File: src/rtl/led_fader_if.sv
`default_nettype none
// ============================================================================
// Module   : led_fader_if
// Brief    : Level-in / PWM-out bundle between the blinky core and the LED pin.
// Revision : 1.0
// ============================================================================
interface led_fader_if #(
    parameter int PWM_BITS = 8
);
    logic                q_in;
    logic                led;
    logic [PWM_BITS-1:0] duty;
    logic                ramping;

    modport master (output q_in, input led, duty, ramping);
    modport slave  (input q_in, output led, duty, ramping);
endinterface
`default_nettype wire

File: src/rtl/led_fader.sv
`default_nettype none
// ============================================================================
// Module   : led_fader
// Brief    : Turns an on/off level into a linear brightness ramp rendered as PWM.
// Revision : 1.0
// ============================================================================
module led_fader #(
    parameter int CLK_FREQ_HZ = 125_000_000,
    parameter int FADE_MS     = 250,
    parameter int PWM_BITS    = 8
) (
    input  wire logic  clk,
    input  wire logic  rst,
    led_fader_if.slave bus
);
    localparam int c_max_i     = (1 << PWM_BITS) - 1;
    localparam int c_raw_div   = (CLK_FREQ_HZ / 1000 * FADE_MS) / c_max_i;
    localparam int c_step_div  = (c_raw_div < 1) ? 1 : c_raw_div;
    localparam int c_presc_w   = ($clog2(c_step_div) < 1) ? 1 : $clog2(c_step_div);
    localparam logic [c_presc_w-1:0] c_presc_last = c_presc_w'(c_step_div - 1);
    localparam logic [PWM_BITS-1:0]  c_max        = '1;

    typedef enum logic [1:0] {
        ST_OFF  = 2'd0,
        ST_UP   = 2'd1,
        ST_ON   = 2'd2,
        ST_DOWN = 2'd3
    } state_t;

    state_t                r_state;
    state_t                w_state_nx;
    logic                  r_s1;
    logic                  r_s2;
    logic [PWM_BITS-1:0]   r_duty;
    logic [PWM_BITS-1:0]   w_duty_nx;
    logic [c_presc_w-1:0]  r_presc;
    logic [c_presc_w-1:0]  w_presc_nx;
    logic [PWM_BITS-1:0]   r_pwm_cnt;
    logic                  r_led;
    logic                  w_ramping;
    logic                  w_tick;

    always_ff @(posedge clk) begin
        if (rst) begin
            r_s1      <= 1'b0;
            r_s2      <= 1'b0;
            r_state   <= ST_OFF;
            r_duty    <= '0;
            r_presc   <= '0;
            r_pwm_cnt <= '0;
            r_led     <= 1'b0;
        end else begin
            r_s1      <= bus.q_in;
            r_s2      <= r_s1;
            r_state   <= w_state_nx;
            r_duty    <= w_duty_nx;
            r_presc   <= w_presc_nx;
            r_pwm_cnt <= r_pwm_cnt + 1'b1;
            r_led     <= (r_duty == c_max) | (r_pwm_cnt < r_duty);
        end
    end

    always_comb begin
        w_state_nx = r_state;
        w_duty_nx  = r_duty;
        w_presc_nx = '0;
        w_ramping  = (r_state == ST_UP) || (r_state == ST_DOWN);
        w_tick     = w_ramping && (r_presc == c_presc_last);

        // A target reversal wins over finishing the ramp and skips that step.
        case (r_state)
            ST_OFF: if (r_s2) w_state_nx = ST_UP;
            ST_ON:  if (!r_s2) w_state_nx = ST_DOWN;
            ST_UP: begin
                if (!r_s2)                w_state_nx = ST_DOWN;
                else if (r_duty == c_max) w_state_nx = ST_ON;
                else if (w_tick)          w_duty_nx  = r_duty + 1'b1;
            end
            ST_DOWN: begin
                if (r_s2)                 w_state_nx = ST_UP;
                else if (r_duty == '0)    w_state_nx = ST_OFF;
                else if (w_tick)          w_duty_nx  = r_duty - 1'b1;
            end
            default: w_state_nx = ST_OFF;
        endcase

        // The prescaler already advances on the edge that enters a ramp state,
        // so the first step lands step_div cycles after the synchronized input.
        if ((w_state_nx == ST_UP) || (w_state_nx == ST_DOWN)) begin
            w_presc_nx = (r_presc == c_presc_last) ? '0 : r_presc + 1'b1;
        end
    end

    assign bus.led     = r_led;
    assign bus.duty    = r_duty;
    assign bus.ramping = w_ramping;

endmodule
`default_nettype wire

File: src/flat_wrapper.sv
// flat-port wrapper written by rule: the top's interface ports become plain ports
module led_fader_flat 
#(
    parameter int CLK_FREQ_HZ = 125_000_000,
    parameter int FADE_MS     = 250,
    parameter int PWM_BITS    = 8
)
  (clk, rst, bus_q_in, bus_led, bus_duty, bus_ramping);
  led_fader_if #(.PWM_BITS(PWM_BITS)) bus_i ();
  input  wire logic clk;
  input  wire logic rst;
  input wire logic [$bits(bus_i.q_in)-1:0] bus_q_in;
  output wire logic [$bits(bus_i.led)-1:0] bus_led;
  output wire logic [$bits(bus_i.duty)-1:0] bus_duty;
  output wire logic [$bits(bus_i.ramping)-1:0] bus_ramping;
  assign bus_i.q_in = bus_q_in;
  assign bus_led = bus_i.led;
  assign bus_duty = bus_i.duty;
  assign bus_ramping = bus_i.ramping;
  led_fader #(.CLK_FREQ_HZ(CLK_FREQ_HZ), .FADE_MS(FADE_MS), .PWM_BITS(PWM_BITS)) u_core (.clk(clk), .rst(rst), .bus(bus_i));
endmodule
File: config.mk
export PLATFORM = sky130hd
export DESIGN_NAME = led_fader_flat
export DESIGN_NICKNAME = d
export VERILOG_FILES = /design/src/rtl/led_fader_if.sv /design/src/rtl/led_fader.sv /design/src/flat_wrapper.sv
export SDC_FILE = /design/constraint.sdc
export NUM_CORES = 1
export LEC_CHECK = 0
export ABC_AREA = 1
export BUFFER_PORTS_ARGS = -buffer_cell sky130_fd_sc_hd__buf_2
export CAP_MARGIN = 20
export CORE_MARGIN = 10
export CORE_UTILIZATION = 40
export DETAILED_ROUTE_END_ITERATION = 6
export SETUP_SLACK_MARGIN = 0.1
export SLEW_MARGIN = 15
export SYNTH_ARGS = -nofsm -noshare
export SYNTH_HDL_FRONTEND = slang
export SYNTH_SLANG_ARGS = --single-unit
File: constraint.sdc
create_clock -name clk -period 1.6 [get_ports clk]
set_input_delay 0.08 -clock clk [delete_from_list [all_inputs] [get_ports clk]]
set_output_delay 0.08 -clock clk [all_outputs]
set_load 0.02 [all_outputs]
==> flow_summary.toml <==
[drt]
wl_per_cell_um = 12.6
via_count = 2103
drt_iter0_drc = 89
wl_um = 5530
antenna_left = 0
drc = 0
dr.pass1.iters = 4
viasPerCell = 4.78

[synthesis]
synthSimpleGateAreaFrac_pct = 35.3
ys_warn_count = 0
synth_top_family_by_area = "simple AND/OR/NAND/NOR gates"
synth_edf_count = 0
synth_xor_area_share_pct = 6.73
async_flop_share_pct = 0
yosys.area_share.adder_pct = 9.41
syn_area_per_cell_um2 = 7.12
synth_top_cell_area_share_pct = 32.5
synthMuxAreaShare_pct = 0
synth.most_common_cell = "nand2_1"
ys_ff_latch = 38
synth.distinct_cells = 33
synth_compound_area_share_pct = 6.63
postSynthCellCount = 329
synth_area_leaders = "dfxtp_1, nand2_1, nor2_1"
synth_common_cells = "nand2_1, nor2_1, inv_1, dfxtp_1, nand3_1"
synth-seq-area-share_pct = 32.5
synth_ff_type = "dfxtp_1"
yosysTopAreaCell = "dfxtp_1"
synth.cell_area_um2 = 2340
synth_nets = 349

[final_layout]
drive_gt1_share_pct = 31.0
multi_input_area_um2 = 1550
area_growth_pct = 26.0
antenna_cells = 0
final_nets = 388
stdcell_count = 440
fin_util_pct = 52.6
seqCellArea_um2 = 783
fill_cells = 565
design_area_um2 = 2950

[sta]
relSlewSlack_pct = 77.8
setup_tns_ns = 0
final-setup-viol-count = 0
rsz0062_at_grt = "yes"
max_freq_mhz = 656
skew_ns = 0.0127
setup_ws_ns = 0.0766
timing.final.hold_violations = 0
holdWs_ns = 0.137
period_share_pct = 95.2
slew_viol_final = 0
min_period_ns = 1.52
tightest_slew_ns = 0.332

[die]
die-area_um2 = 9310
design.core.area_um2 = 5610
die_w_um = 96.5
ios = 13
row_count = 27
fp.dieH_um = 96.5
initial_core_util_pct = 41.7

[global_routing]
grt_pass1_wl_um = 9070
track_usage_pct = 12.2
grt_max_degree = 18
grt-ovfl-total = 0
grt_pass1_vias = 1952
antenna_found_initial = 0

[worst_setup_path]
rr_startpoint = "u_core.bus.duty[7]"
critPathRequiredTime_ns = 1.83
end_kind = "flip-flop"
critPathSlowestCell = "dfxtp_2"
cp_max_fo = 8
setup.worst_path.start_class = "flip-flop"
slowest_delay_ns = 0.41
ff2ff_path_depth = 6
reg2reg_slack_ns = 0.08
path_class = "flip-flop to flip-flop"
crit_chain = "inv_2 -> nand4_1 -> nor2_1 -> a31oi_4 -> nand3_4 -> nor2_2"
cp_data_arrival_time_ns = 1.75
timing.rr.end = "u_core.r_presc[4]"

[clock_network]
cts_buffer_depth = 2
cts_made_buffers = 5
htree_levels = 2
cts_root_buf = "clkbuf_8"
clock-sinks = 38
path_clk_slew_ns = 0.08
clkLatencyLatePin_ns = 0.30
cts_tree = "done"

[power_and_ir_drop]
seqPwrFrac_pct = 40.5
clkPwrFrac_pct = 29.8
comb_power_share_pct = 29.6
p_sw_mw = 0.900
intPower_mw = 1.76
p_total_mw = 2.66
leakage_nw = 1.26
swShare_pct = 33.8
vdd_ir_drop_max_v = 0.000560
power_density_nw_per_um2 = 903

[placed_design]
finalWeightedCongestion = 0.834
dpl.cell_count = 418
placed_area_um2 = 2600
hpwl_um = 3880
io_buffers = 12
dp_slack_ns = 0.00902

[flow_run]
cap_violations = 0

[worst_hold_path]
min_from = "rst"
hold_path_class = "primary input to flip-flop"
whs_path_depth = 2
worstHoldEndpoint = "u_core.bus.duty[7]"

[status]
status = "complete, no violations"
==> power by group through the flow <==
stage | clock network (mW) | registers (mW) | logic, mW
after global placement | 0 | 1.09 | 0.675
after detailed placement | 0 | 1.09 | 0.681
final | 0.795 | 1.08 | 0.789
after floorplan | 0 | 1.14 | 0.453
after CTS | 0.815 | 1.07 | 0.734
after global routing | 0.832 | 1.09 | 0.892
==> how the worst max path moves through the flow <==
stage / from / end / slack, ns / cells past startpoint
finish: u_core.bus.duty[7] / u_core.r_presc[4] / 0.08 / 6
CTS: u_core.r_state[1] / u_core.bus.duty[5] / 0.09 / 10
global route: u_core.r_state[0] / u_core.bus.duty[7] / -0.03 / 10
global placement: u_core.bus.duty[3] / u_core.bus.duty[4] / 0.03 / 9
floorplan: u_core.r_state[0] / u_core.bus.duty[7] / 0.10 / 11
detailed placement: u_core.r_state[1] / u_core.bus.duty[7] / 0.009 / 11
==> final cells by class <==
| class | instances | area share (%) |
|---|---|---|
| multi-input combinational | 239 | 52.4 |
| sequential | 38 | 26.6 |
| timing repair buffer | 33 | 7.47 |
| inverter | 51 | 6.83 |
| clock buffer | 7 | 3.65 |
| tap | 72 | 3.05 |
==> kinds of logic after synthesis <==
| kind of cell | count (synthesis) |
|---|---|
| AOI/OAI and AO/OA | 24 |
| and+or+nand+nor | 178 |
| xor gates and xnor gates | 18 |
| DFF | 38 |
| adders and majority gates | 17 |
| buffers and inverters | 54 |
==> sequential cells by signal (all words and copies together) (netlist names) <==
signal / flops
u_core.r_s2: 1
u_core.r_state: 2
u_core.r_pwm_cnt: 8
u_core.r_presc: 17
u_core.bus.duty: 8
u_core.r_s1: 1
u_core.bus.led: 1
==> timing repair <==
item                       4_1_cts  5_1_grt
hold endpoints to repair         1        0
pin swaps                        6       17
setup endpoints to repair       25       25
cloned                           0        2
resized for setup               11       28
setup buffers                    8        4
hold buffers                     1        0
==> cells in the final DEF (no fill, tap or decap), drive strengths merged <==
cell type	count
nor3	6
nor2	66
inv	51
nand3b	2
a31oi	1
xor2	9
and2	1
clkbuf	7
xnor2	9
or2	2
ha	16
o21bai	4
nand3	23
nor3b	1
o21ai	5
dlygate4sd3	1
nand4	9
a21oi	12
dfxtp	38
nand2	70
fa	1
buf	32
o21a	2
==> critical path: cells and delay by family, from the launching register on <==
family / cells / cell delay (ns)
buffers and inverters: 1 / 0.07
AO/OA/AOI/OAI: 1 / 0.34
AND/OR/NAND/NOR: 4 / 0.63
flip-flops: 1 / 0.41
==> layer usage <==
metal  vias to the layer above  share of wire [%]  GRT usage, %
met2                        18                 47          20.4
met1                       964                 50          15.5
met4                         0                1.1          3.51
met5                         -                  0             0
li1                       1113                  -             -
met3                         8                2.0          2.39
(Power assumes the default switching activity.)
